===== src/rtl/decode_pkg.sv =====
// Shared encodings for the decode stage: operand/write-source selectors, major
// opcodes, the decoded control bundle and the fence-serialisation state.
package decode_pkg;

  localparam logic [2:0] ALU_SRC_ZERO     = 3'd0;
  localparam logic [2:0] ALU_SRC_PC_PLUS4 = 3'd1;
  localparam logic [2:0] ALU_SRC_PC       = 3'd2;
  localparam logic [2:0] ALU_SRC_REG      = 3'd3;
  localparam logic [2:0] ALU_SRC_IMM12    = 3'd4;
  localparam logic [2:0] ALU_SRC_IMM20    = 3'd5;
  localparam logic [2:0] ALU_SRC_XMM      = 3'd6;

  localparam logic [2:0] REG_WRITE_SRC_FPU_U32  = 3'd0;
  localparam logic [2:0] REG_WRITE_SRC_FPU_I32  = 3'd1;
  localparam logic [2:0] REG_WRITE_SRC_ALU      = 3'd2;
  localparam logic [2:0] REG_WRITE_SRC_MEM      = 3'd4;
  localparam logic [2:0] REG_WRITE_SRC_FPU_FP32 = 3'd6;

  localparam logic [2:0] XMM_WRITE_SRC_ALU_U32  = 3'd0;
  localparam logic [2:0] XMM_WRITE_SRC_ALU_I32  = 3'd1;
  localparam logic [2:0] XMM_WRITE_SRC_ALU_FP32 = 3'd2;
  localparam logic [2:0] XMM_WRITE_SRC_MEM      = 3'd4;
  localparam logic [2:0] XMM_WRITE_SRC_FPU      = 3'd6;

  localparam logic [1:0] MEM_WRITE_SRC_REG = 2'd1;
  localparam logic [1:0] MEM_WRITE_SRC_XMM = 2'd2;

  // Major opcodes, instr[6:2]
  localparam logic [4:0] OPC_LOAD     = 5'h00;
  localparam logic [4:0] OPC_LOAD_FP  = 5'h01;
  localparam logic [4:0] OPC_MISC_MEM = 5'h03;
  localparam logic [4:0] OPC_OP_IMM   = 5'h04;
  localparam logic [4:0] OPC_AUIPC    = 5'h05;
  localparam logic [4:0] OPC_STORE    = 5'h08;
  localparam logic [4:0] OPC_STORE_FP = 5'h09;
  localparam logic [4:0] OPC_OP       = 5'h0C;
  localparam logic [4:0] OPC_LUI      = 5'h0D;
  localparam logic [4:0] OPC_FMADD    = 5'h10;
  localparam logic [4:0] OPC_FMSUB    = 5'h11;
  localparam logic [4:0] OPC_FNMSUB   = 5'h12;
  localparam logic [4:0] OPC_FNMADD   = 5'h13;
  localparam logic [4:0] OPC_OP_FP    = 5'h14;
  localparam logic [4:0] OPC_BRANCH   = 5'h18;
  localparam logic [4:0] OPC_JALR     = 5'h19;
  localparam logic [4:0] OPC_JAL      = 5'h1B;

  // OP-FP funct5 groups, instr[31:27]
  localparam logic [4:0] F5_FCMP     = 5'h14;
  localparam logic [4:0] F5_FCVT_W_S = 5'h18;
  localparam logic [4:0] F5_FMV_X_W  = 5'h1C;
  localparam logic [4:0] F5_FCVT_S_W = 5'h1A;
  localparam logic [4:0] F5_FMV_W_X  = 5'h1E;

  typedef struct packed {
    logic [4:0] rs1_addr;
    logic [4:0] rs2_addr;
    logic [4:0] rs3_addr;
    logic [4:0] rd_addr;
    logic       read_mem;
    logic       write_mem;
    logic       write_reg;
    logic       write_xmm;
    logic [2:0] alu_a_src;
    logic [2:0] alu_b_src;
    logic [2:0] reg_write_src;
    logic [2:0] xmm_write_src;
    logic [1:0] mem_write_src;
    logic       is_branch;
    logic       is_jump;
    logic       is_fence;
    logic       illegal;
  } decoded_t;

  typedef enum logic {ST_RUN, ST_FENCE_WAIT} state_t;

endpackage


===== src/rtl/instr_decode_comb.sv =====
// Pure combinational RV32I(+F) decoder: raw instruction word to control bundle.
// Illegal encodings keep register addresses but clear every enable and source.
module instr_decode_comb
  import decode_pkg::*;
#(
  parameter bit ENABLE_F = 1'b1
) (
  input  logic [31:0] instr,
  output decoded_t    dec
);

  logic [4:0] opc;
  logic [4:0] funct5;
  logic       ill;
  logic       unused_bits;

  assign opc         = instr[6:2];
  assign funct5      = instr[31:27];
  assign unused_bits = ^{instr[26:25], instr[14:12]};

  always_comb begin
    dec = '0;
    ill = 1'b0;
    if (instr[1:0] != 2'b11) begin
      ill = 1'b1;
    end else begin
      case (opc)
        OPC_LOAD: begin
          dec.read_mem = 1'b1; dec.write_reg = 1'b1;
          dec.alu_a_src = ALU_SRC_REG; dec.alu_b_src = ALU_SRC_IMM12;
          dec.reg_write_src = REG_WRITE_SRC_MEM;
        end
        OPC_MISC_MEM: dec.is_fence = 1'b1;
        OPC_OP_IMM: begin
          dec.write_reg = 1'b1; dec.alu_a_src = ALU_SRC_REG; dec.alu_b_src = ALU_SRC_IMM12;
          dec.reg_write_src = REG_WRITE_SRC_ALU;
        end
        OPC_AUIPC: begin
          dec.write_reg = 1'b1; dec.alu_a_src = ALU_SRC_PC; dec.alu_b_src = ALU_SRC_IMM20;
          dec.reg_write_src = REG_WRITE_SRC_ALU;
        end
        OPC_STORE: begin
          dec.write_mem = 1'b1; dec.alu_a_src = ALU_SRC_REG; dec.alu_b_src = ALU_SRC_IMM12;
          dec.mem_write_src = MEM_WRITE_SRC_REG;
        end
        OPC_OP: begin
          dec.write_reg = 1'b1; dec.alu_a_src = ALU_SRC_REG; dec.alu_b_src = ALU_SRC_REG;
          dec.reg_write_src = REG_WRITE_SRC_ALU;
        end
        OPC_LUI: begin
          dec.write_reg = 1'b1; dec.alu_a_src = ALU_SRC_ZERO; dec.alu_b_src = ALU_SRC_IMM20;
          dec.reg_write_src = REG_WRITE_SRC_ALU;
        end
        OPC_BRANCH: begin
          dec.alu_a_src = ALU_SRC_REG; dec.alu_b_src = ALU_SRC_REG; dec.is_branch = 1'b1;
        end
        OPC_JALR, OPC_JAL: begin
          dec.write_reg = 1'b1; dec.alu_a_src = ALU_SRC_PC_PLUS4; dec.alu_b_src = ALU_SRC_ZERO;
          dec.reg_write_src = REG_WRITE_SRC_ALU; dec.is_jump = 1'b1;
        end
        OPC_LOAD_FP: begin
          if (ENABLE_F) begin
            dec.read_mem = 1'b1; dec.write_xmm = 1'b1;
            dec.alu_a_src = ALU_SRC_REG; dec.alu_b_src = ALU_SRC_IMM12;
            dec.xmm_write_src = XMM_WRITE_SRC_MEM;
          end else ill = 1'b1;
        end
        OPC_STORE_FP: begin
          if (ENABLE_F) begin
            dec.write_mem = 1'b1; dec.alu_a_src = ALU_SRC_REG; dec.alu_b_src = ALU_SRC_IMM12;
            dec.mem_write_src = MEM_WRITE_SRC_XMM;
          end else ill = 1'b1;
        end
        OPC_FMADD, OPC_FMSUB, OPC_FNMSUB, OPC_FNMADD: begin
          if (ENABLE_F) begin
            dec.write_xmm = 1'b1; dec.alu_a_src = ALU_SRC_XMM; dec.alu_b_src = ALU_SRC_XMM;
            dec.xmm_write_src = XMM_WRITE_SRC_FPU;
          end else ill = 1'b1;
        end
        OPC_OP_FP: begin
          if (!ENABLE_F) begin
            ill = 1'b1;
          end else begin
            // Conversions pick signed/unsigned from rs2[0], i.e. instr[20]
            case (funct5)
              F5_FCMP: begin
                dec.write_reg = 1'b1; dec.reg_write_src = REG_WRITE_SRC_FPU_I32;
              end
              F5_FCVT_W_S: begin
                dec.write_reg = 1'b1;
                dec.reg_write_src = instr[20] ? REG_WRITE_SRC_FPU_U32 : REG_WRITE_SRC_FPU_I32;
              end
              F5_FMV_X_W: begin
                dec.write_reg = 1'b1; dec.reg_write_src = REG_WRITE_SRC_FPU_FP32;
              end
              F5_FCVT_S_W: begin
                dec.write_xmm = 1'b1; dec.alu_a_src = ALU_SRC_REG; dec.alu_b_src = ALU_SRC_ZERO;
                dec.xmm_write_src = instr[20] ? XMM_WRITE_SRC_ALU_U32 : XMM_WRITE_SRC_ALU_I32;
              end
              F5_FMV_W_X: begin
                dec.write_xmm = 1'b1; dec.alu_a_src = ALU_SRC_REG; dec.alu_b_src = ALU_SRC_ZERO;
                dec.xmm_write_src = XMM_WRITE_SRC_ALU_FP32;
              end
              default: begin
                dec.write_xmm = 1'b1; dec.alu_a_src = ALU_SRC_XMM; dec.alu_b_src = ALU_SRC_XMM;
                dec.xmm_write_src = XMM_WRITE_SRC_FPU;
              end
            endcase
          end
        end
        default: ill = 1'b1;
      endcase
    end
    if (ill) begin
      dec         = '0;
      dec.illegal = 1'b1;
    end
    dec.rs1_addr = instr[19:15];
    dec.rs2_addr = instr[24:20];
    dec.rs3_addr = instr[31:27];
    dec.rd_addr  = instr[11:7];
  end

endmodule


===== src/rtl/instr_decode_queue.sv =====
// Registered decode stage: decodes the offered instruction and queues the bundle in
// a DEPTH-entry FIFO; a FENCE blocks intake until the queue drains and memory idles.
module instr_decode_queue
  import decode_pkg::*;
#(
  parameter int XLEN     = 32,
  parameter int DEPTH    = 2,
  parameter bit ENABLE_F = 1'b1
) (
  input  logic            clk,
  input  logic            reset,
  input  logic            in_valid,
  output logic            in_ready,
  input  logic [31:0]     in_instr,
  input  logic [XLEN-1:0] in_pc,
  input  logic            flush,
  input  logic            mem_idle,
  output logic            out_valid,
  input  logic            out_ready,
  output logic [XLEN-1:0] out_pc,
  output logic [31:0]     out_instr,
  output logic [4:0]      out_rs1_addr,
  output logic [4:0]      out_rs2_addr,
  output logic [4:0]      out_rs3_addr,
  output logic [4:0]      out_rd_addr,
  output logic            out_read_mem,
  output logic            out_write_mem,
  output logic            out_write_reg,
  output logic            out_write_xmm,
  output logic [2:0]      out_alu_a_src,
  output logic [2:0]      out_alu_b_src,
  output logic [2:0]      out_reg_write_src,
  output logic [2:0]      out_xmm_write_src,
  output logic [1:0]      out_mem_write_src,
  output logic            out_is_branch,
  output logic            out_is_jump,
  output logic            out_illegal
);

  localparam int PTR_W = (DEPTH > 1) ? $clog2(DEPTH) : 1;
  localparam int CNT_W = PTR_W + 1;

  decoded_t        dec_p0;
  decoded_t        dec_p1   [DEPTH];
  logic [XLEN-1:0] pc_p1    [DEPTH];
  logic [31:0]     instr_p1 [DEPTH];

  logic [PTR_W-1:0] wr_ptr, rd_ptr;
  logic [CNT_W-1:0] count;
  logic             vld_p1, full, push, pop;
  state_t           state, state_nxt;

  decoded_t        head_dec;
  logic [XLEN-1:0] head_pc;
  logic [31:0]     head_instr;

  instr_decode_comb #(.ENABLE_F(ENABLE_F)) u_decode (
    .instr (in_instr),
    .dec   (dec_p0)
  );

  assign vld_p1 = (count != '0);
  assign full   = (count == CNT_W'(DEPTH));
  assign push   = in_valid && in_ready;
  assign pop    = vld_p1 && out_ready;

  // p0 -> p1: decoded bundle enters the FIFO
  always_ff @(posedge clk or posedge reset) begin
    if (reset) begin
      wr_ptr <= '0;
      rd_ptr <= '0;
      count  <= '0;
    end else if (flush) begin
      wr_ptr <= '0;
      rd_ptr <= '0;
      count  <= '0;
    end else begin
      if (push) wr_ptr <= wr_ptr + PTR_W'(1);
      if (pop)  rd_ptr <= rd_ptr + PTR_W'(1);
      count <= count + CNT_W'(push) - CNT_W'(pop);
    end
  end

  always_ff @(posedge clk) begin
    if (push) begin
      dec_p1[wr_ptr]   <= dec_p0;
      pc_p1[wr_ptr]    <= in_pc;
      instr_p1[wr_ptr] <= in_instr;
    end
  end

  always_ff @(posedge clk or posedge reset) begin
    if (reset) state <= ST_RUN;
    else       state <= state_nxt;
  end

  always_comb begin
    state_nxt = state;
    if (flush) begin
      state_nxt = ST_RUN;
    end else begin
      case (state)
        ST_RUN:        if (push && dec_p0.is_fence) state_nxt = ST_FENCE_WAIT;
        ST_FENCE_WAIT: if (!vld_p1 && mem_idle)      state_nxt = ST_RUN;
        default:       state_nxt = ST_RUN;
      endcase
    end
  end

  always_comb begin
    in_ready = !full && (state == ST_RUN) && !flush;
  end

  // Head is masked when empty so stale storage never reaches execute
  always_comb begin
    head_dec   = '0;
    head_pc    = '0;
    head_instr = '0;
    if (vld_p1) begin
      head_dec   = dec_p1[rd_ptr];
      head_pc    = pc_p1[rd_ptr];
      head_instr = instr_p1[rd_ptr];
    end
  end

  assign out_valid         = vld_p1;
  assign out_pc            = head_pc;
  assign out_instr         = head_instr;
  assign out_rs1_addr      = head_dec.rs1_addr;
  assign out_rs2_addr      = head_dec.rs2_addr;
  assign out_rs3_addr      = head_dec.rs3_addr;
  assign out_rd_addr       = head_dec.rd_addr;
  assign out_read_mem      = head_dec.read_mem;
  assign out_write_mem     = head_dec.write_mem;
  assign out_write_reg     = head_dec.write_reg;
  assign out_write_xmm     = head_dec.write_xmm;
  assign out_alu_a_src     = head_dec.alu_a_src;
  assign out_alu_b_src     = head_dec.alu_b_src;
  assign out_reg_write_src = head_dec.reg_write_src;
  assign out_xmm_write_src = head_dec.xmm_write_src;
  assign out_mem_write_src = head_dec.mem_write_src;
  assign out_is_branch     = head_dec.is_branch;
  assign out_is_jump       = head_dec.is_jump;
  assign out_illegal       = head_dec.illegal;

endmodule


===== config.mk =====
export PLATFORM = sky130hd
export DESIGN_NAME = instr_decode_queue
export DESIGN_NICKNAME = d
export VERILOG_FILES = /design/src/rtl/decode_pkg.sv /design/src/rtl/instr_decode_comb.sv /design/src/rtl/instr_decode_queue.sv
export SDC_FILE = /design/constraint.sdc
export NUM_CORES = 1
export LEC_CHECK = 0
export ABC_AREA = 1
export BUFFER_PORTS_ARGS = -buffer_cell sky130_fd_sc_hd__clkbuf_2
export CAP_MARGIN = 20
export CORE_ASPECT_RATIO = 0.5
export CORE_UTILIZATION = 35
export CTS_BUF_LIST = sky130_fd_sc_hd__clkbuf_16
export DETAILED_ROUTE_END_ITERATION = 16
export PLACE_DENSITY_LB_ADDON = 0.2
export SYNTH_ARGS = -nofsm -noshare
export SYNTH_HDL_FRONTEND = slang
export SYNTH_SLANG_ARGS = --single-unit

===== constraint.sdc =====
create_clock -name clk -period 12.5 [get_ports clk]
set_clock_uncertainty 0.2 [all_clocks]
set_input_delay 0.625 -clock clk [delete_from_list [all_inputs] [get_ports clk]]
set_output_delay 0.625 -clock clk [all_outputs]
set_load 0.02 [all_outputs]

======== Word level (Yosys, flattened, before mapping) ========
Memory sizes are Yosys's and may differ from the RTL's.
Index checks and enable logic that the tools add are counted.
cells by class
  add/sub/neg operators ................... 4
  eq/ne operators ......................... 23
  muxes and demuxes ....................... 34
  bitwise logic cells ..................... 1
  reduce and logical (&&, ||, !) cells .... 25
operators by type and width
  operator                                              count
  equality test 5 bit (second input constant)           13
  two-way mux 32 bit                                    2
  two-way mux 42 bit                                    1
  case mux 6 bit (7 select lines)                       1
  case mux 3 bit (3 select lines)                       4
  two-way mux 22 bit                                    1
  two-way mux 21 bit                                    1
  equality test 5 x 4 -> 1 bit (second input constant)  4
  two-way mux 1 bit                                     18
  OR reduction 17 bit                                   1
  case mux 7 bit (2 select lines)                       1
  equality test 5 x 3 -> 1 bit (second input constant)  2
  OR reduction 2 bit                                    5
  OR reduction 5 bit                                    2
  OR reduction 7 bit                                    1
  logical AND 1 bit                                     6
  case mux 1 bit (2 select lines)                       3
  nonzero test 2 bit                                    3
  OR reduction 6 bit                                    1
  equality test 5 x 1 -> 1 bit (second input constant)  1
  equality test 5 x 2 -> 1 bit (second input constant)  1
  logical NOT 5 bit                                     1
  case mux 2 bit (2 select lines)                       1
  OR reduction 4 bit                                    1
  9 further kinds                                       12
storage, ports and cells
  register bits after elaboration ......... 5
  memory bits (writable) .................. 212
  bits of input ports ..................... 70
  output and inout port bits .............. 107
  memories kept ........................... 3
memory list
  name      words  bits a word  read ports  clocked after memory_dff  write ports  line                      source
  dec_p1    2      42           1           0                         1            instr_decode_queue.sv:44  decoded_t dec_p1 [DEPTH];
  instr_p1  2      32           1           0                         1            instr_decode_queue.sv:46  logic [31:0] instr_p1 [DEPTH];
  pc_p1     2      32           1           0                         1            instr_decode_queue.sv:45  logic [XLEN-1:0] pc_p1 [DEPTH];

======== Longest topological paths before layout ========
  depth in word-level cells ............... 10
  mapped depth ............................ 9
  depth with buffers taken out ............ 9

======== Hierarchy ========
A second synthesis with hierarchy kept.
second synthesis, totals
  cell total of the unflattened synthesis .. 728
  area, all modules ....................... 8831.0 um^2
modules (own cells, without submodules)
  module              times used  cells each  area each (um^2)  sequential area each (um^2)
  instr_decode_queue  1           600         8140.3            6431.2
  instr_decode_comb   1           128         690.7             0.0

======== Worst setup path after synthesis ========
Ideal clock, no wire load.
  path type ............................... input -> register
  start point ............................. input port flush
  end point ............................... memory dec_p1[0][0] (netlist bit), enable pin
  data arrival time ....................... 4.834 ns
  data required time ...................... 11.771 ns
  slack ................................... 6.937 ns
  stages on the path ...................... 5
  cell sequence ........................... inv_1 o21ai_1 nor2_1 nand2_2 nor2_1
on the way
  longest elaborated chain between the ends .. 5
ends and longest elaborated chain
  item                                     line                       source
  start, declared                          instr_decode_queue.sv:16   input logic flush,
  logical NOT 1 bit                        instr_decode_queue.sv:111  in_ready = !full && (state == ST_RUN) && !flush;
  logical AND 1 bit                        instr_decode_queue.sv:111
  via in_ready                             instr_decode_queue.sv:13   output logic in_ready,
  logical AND 1 bit                        instr_decode_queue.sv:64   assign push = in_valid && in_ready;
  two-way mux 1 bit                        instr_decode_queue.sv:85   if (push) begin
  two-way mux 1 bit (not written as such)  instr_decode_queue.sv:86   dec_p1[wr_ptr] <= dec_p0;
  end, declared                            instr_decode_queue.sv:44
The timed path passes the listed nets, and every way through them passes these cells.

======== Worst setup path after layout ========
  start point ............................. register rd_ptr
  end point ............................... output port out_read_mem
on the way
  longest elaborated chain between the ends .. 2
ends and longest elaborated chain
  item                    line                       source
  start, declared         instr_decode_queue.sv:48   logic [PTR_W-1:0] wr_ptr, rd_ptr;
  start signal, assigned  instr_decode_queue.sv:79   if (pop) rd_ptr <= rd_ptr + PTR_W'(1);
  memory (2 x 42 bit)     -
  two-way mux 42 bit      instr_decode_queue.sv:119  if (vld_p1) begin
  end, declared           instr_decode_queue.sv:26   output logic out_read_mem,
Every way passes these cells.

==> key figures <==
Status
  – Result of the run: finished clean

CTS
  – Worst-path clk slew: 0.07 ns
  – Resized cells post-CTS: 0
  – Clock Latency Late Sink: approximately 0.42 ns
  – H-Tree Depth: 4
  – Clk sink count: approximately 180
  – CTS root buf: clkbuf_16
  – Num CTS Buffers: 17
  – CTS tree: done
  – Clock tree buffer depth: 2

GRT
  – Largest net degree at the start of global routing: between 80 and 90
  – Total GRT Usage: 16.1%
  – Initial antenna violation count: 0
  – First-pass GRT wire length: roughly 26 mm
  – Number of global-route vias before repair: ~4,500
  – Congestion Overflow GR: 0

Layout
  – FF+latch area: roughly 0.0052 mm²
  – Antenna Cells: 0
  – Filler Cell Count: 1,918
  – Final nets: between 800 and 900
  – Share of cells above drive strength 1: 31.0%
  – Area delta synth->final: 21.7%
  – Multi-input gate area in the final layout: about 0.0016 mm²

Worst setup path
  – Crit path DAT: between 3 and 4 ns
  – Crit start category: flop
  – Max FO, Critical Path: between 80 and 90
  – Worst setup EP type: primary output
  – Setup CP Type: reg -> out
  – Worst path required time: about 12 ns

Yosys
  – Post-Syn Area: around 0.007 mm²
  – Register area share after synthesis: 72.5%
  – Post-synthesis register bit count: around 180
  – Post-synth cell types: 30
  – Ys Warns: 0
  – Mapped Cells: between 600 and 700
  – Synth Area per Inst: ~12 µm²
  – Syn Nets: ~670

Power
  – Max VDD drop: 0.0824 mV
  – Pleak: approximately 3.5 nW
  – Pwr Density: about 200 mW/mm²
  – Total Power: ~1.7 mW

Timing
  – TNS Setup: 0 ns
  – Worst slew pin tran: around 1.0 ns
  – Slew Viols, Final: 0
  – Final Cycle Share: 31.6%
  – Final Hold Fails: 0
  – Max transition margin: between 30% and 40%
  – Final Critical Period: 3.95 ns
  – Final setup viols: 0
  – Peak Freq: around 250 MHz
  – RSZ-0062 raised after global routing: no

Detailed routing
  – Final antenna-violating net count: 0
  – Iter 0 DRT Violations: between 200 and 250
  – Via count: around 4,700
  – Via-to-Cell Ratio: 4.60
  – Drt pass-1 iters: 4
  – Avg WL per Cell: 16.1 µm
  – DRC: 0
  – WL final: 16.6 mm

Placed design
  – Port buffer count: 176
  – Gp weighted congestion: approximately 0.76
  – HPWL after DPL: just over 10 mm

Run
  – Max cap viols: 0

Worst hold path
  – Min-delay worst type: in -> reg

Die
  – Row count: 36
  – Die ar.: between 0.02 and 0.025 mm²
  – Die Y: 104 µm
  – Core box area: 0.0198 mm²
  – Initial Util: between 30% and 40%
  – Die Width: 205 µm
  – I/O pin cnt: roughly 180
kinds of logic after synthesis:
| kind of cell | Yosys count | synth area share [%] |
|---|---|---|
| and+or+nand+nor | 247 | 14.2 |
| DFF | 175 | 72.5 |
| adders and majority gates | 2 | 0.347 |
| xor gates and xnor gates | 2 | 0.243 |
| AOI/OAI and AO/OA | 105 | 7.58 |
| buffers and inverters | 71 | 5.12 |
area by class of cell:
type	instances	share of cell area (%)
inverter	21	0.912
timing repair buffer	183	10.7
tap	266	3.79
clock buffer	17	4.85
clock inverter	15	1.53
multi-input combinational	356	18.6
sequential	175	59.6
metal layers:
layer / vias up / track usage (%) / share of wire [%]
li1: 2366 / - / -
met1: 2281 / 22.2 / 47
met2: 88 / 24.7 / 48
met3: 12 / 3.87 / 4.5
met4: 0 / 5.34 / 0.99
met5: - / 0 / 0
synth_stat cells:
| library cell | n | area share [%] |
|---|---|---|
| nand2_1 | 193 | 10 |
| edfxtp_1 | 170 | 71 |
| a21oi_1 | 94 | 6.5 |
| nor2_1 | 25 | 1.3 |
| buf_4 | 20 | 2.1 |
| buf_2 | 15 | 1.0 |
| inv_1 | 15 | 0.78 |
| clkbuf_1 | 14 | 0.73 |
| nand3_1 | 6 | 0.42 |
| o21ai_0 | 6 | 0.42 |
| dfrtp_1 | 5 | 1.7 |
| inv_2 | 5 | 0.26 |
| nand3_2 | 5 | 0.69 |
| nor2_2 | 4 | 0.35 |
| nand4_1 | 3 | 0.26 |
| ha_1 | 2 | 0.35 |
| nand2_2 | 2 | 0.17 |
| nor2_4 | 2 | 0.31 |
| nor3_1 | 2 | 0.14 |
| nor3_2 | 2 | 0.28 |
| nor4_1 | 2 | 0.17 |
| o21ai_1 | 2 | 0.14 |
| a21oi_2 | 1 | 0.12 |
| a31oi_1 | 1 | 0.087 |
| a31oi_4 | 1 | 0.29 |
| buf_6 | 1 | 0.16 |
| clkinv_2 | 1 | 0.069 |
| nand3b_1 | 1 | 0.10 |
| xnor2_1 | 1 | 0.12 |
| xor2_1 | 1 | 0.12 |
critical path: stages, from the launching register on:
cell and delay (ns):
dfrtp_4 0.86, inv_2 0.59, buf_4 0.66, nand2_1 0.12, a21oi_1 0.20, clkbuf_2 0.20
power breakdown:
group	total (mW)	internal (mW)	switching (mW)
registers	0.742	0.699	0.0427
clock network	0.505	0.276	0.229
logic	0.487	0.133	0.354
total	1.73	1.11	0.626
what timing repair did:
item / in CTS / in global routing
endpoints found under the setup margin: 0 / 0
hold endpoints to repair: 5 / 0
hold buffers: 1 / 0
setup buffers: 0 / 0
through the flow:
stage	utilization [%]	worst slack [ns]	hold WS (ns)	std cells	area, µm²
global route	44.3	8.30	0.163	1033	8780
finish	44.3	8.55	0.189	1033	8780
global placement	41.4	8.96	0.315	1000	8210
CTS	44.3	8.50	0.162	1033	8780
floorplan	-	6.94	0.204	602	7220
detailed placement	41.4	8.97	0.332	1000	8210
cells in the final DEF, fill, tap and decap left out, drive strengths merged, types with 2 or more instances in the layout:
cell	netlist	final
nand2	195	195
clkbuf	14	193
edfxtp	170	170
a21oi	95	95
nor2	31	31
inv	20	26
nand3	11	11
o21ai	8	8
buf	36	6
dfrtp	5	5
clkinv	1	5
clkinvlp	0	4
nor3	4	4
nand4	3	3
nor4	2	2
ha	2	2
a31oi	2	2
sequential cells by signal, indices dropped and copies added, names as in the netlist:
name and count:
dec_p1 80, count 2, state 1, pc_p1 64, wr_ptr 1, instr_p1 26
rd_ptr 1
final timing paths:
check                      slack (ns)      endpoint  cells after the start      start
max in group asynchronous       11.40        rd_ptr                      3      reset
min in group asynchronous        0.48        wr_ptr                      3      reset
hold / removal                   0.19  pc_p1[1][26]                      1  in_pc[26]
hold reg to reg                  0.36         state                      2      state
setup reg to reg                 9.41      count[1]                      8   count[1]
setup / recovery                 8.55  out_read_mem                      5     rd_ptr
No activity file was read; power rests on OpenSTA's default activity.
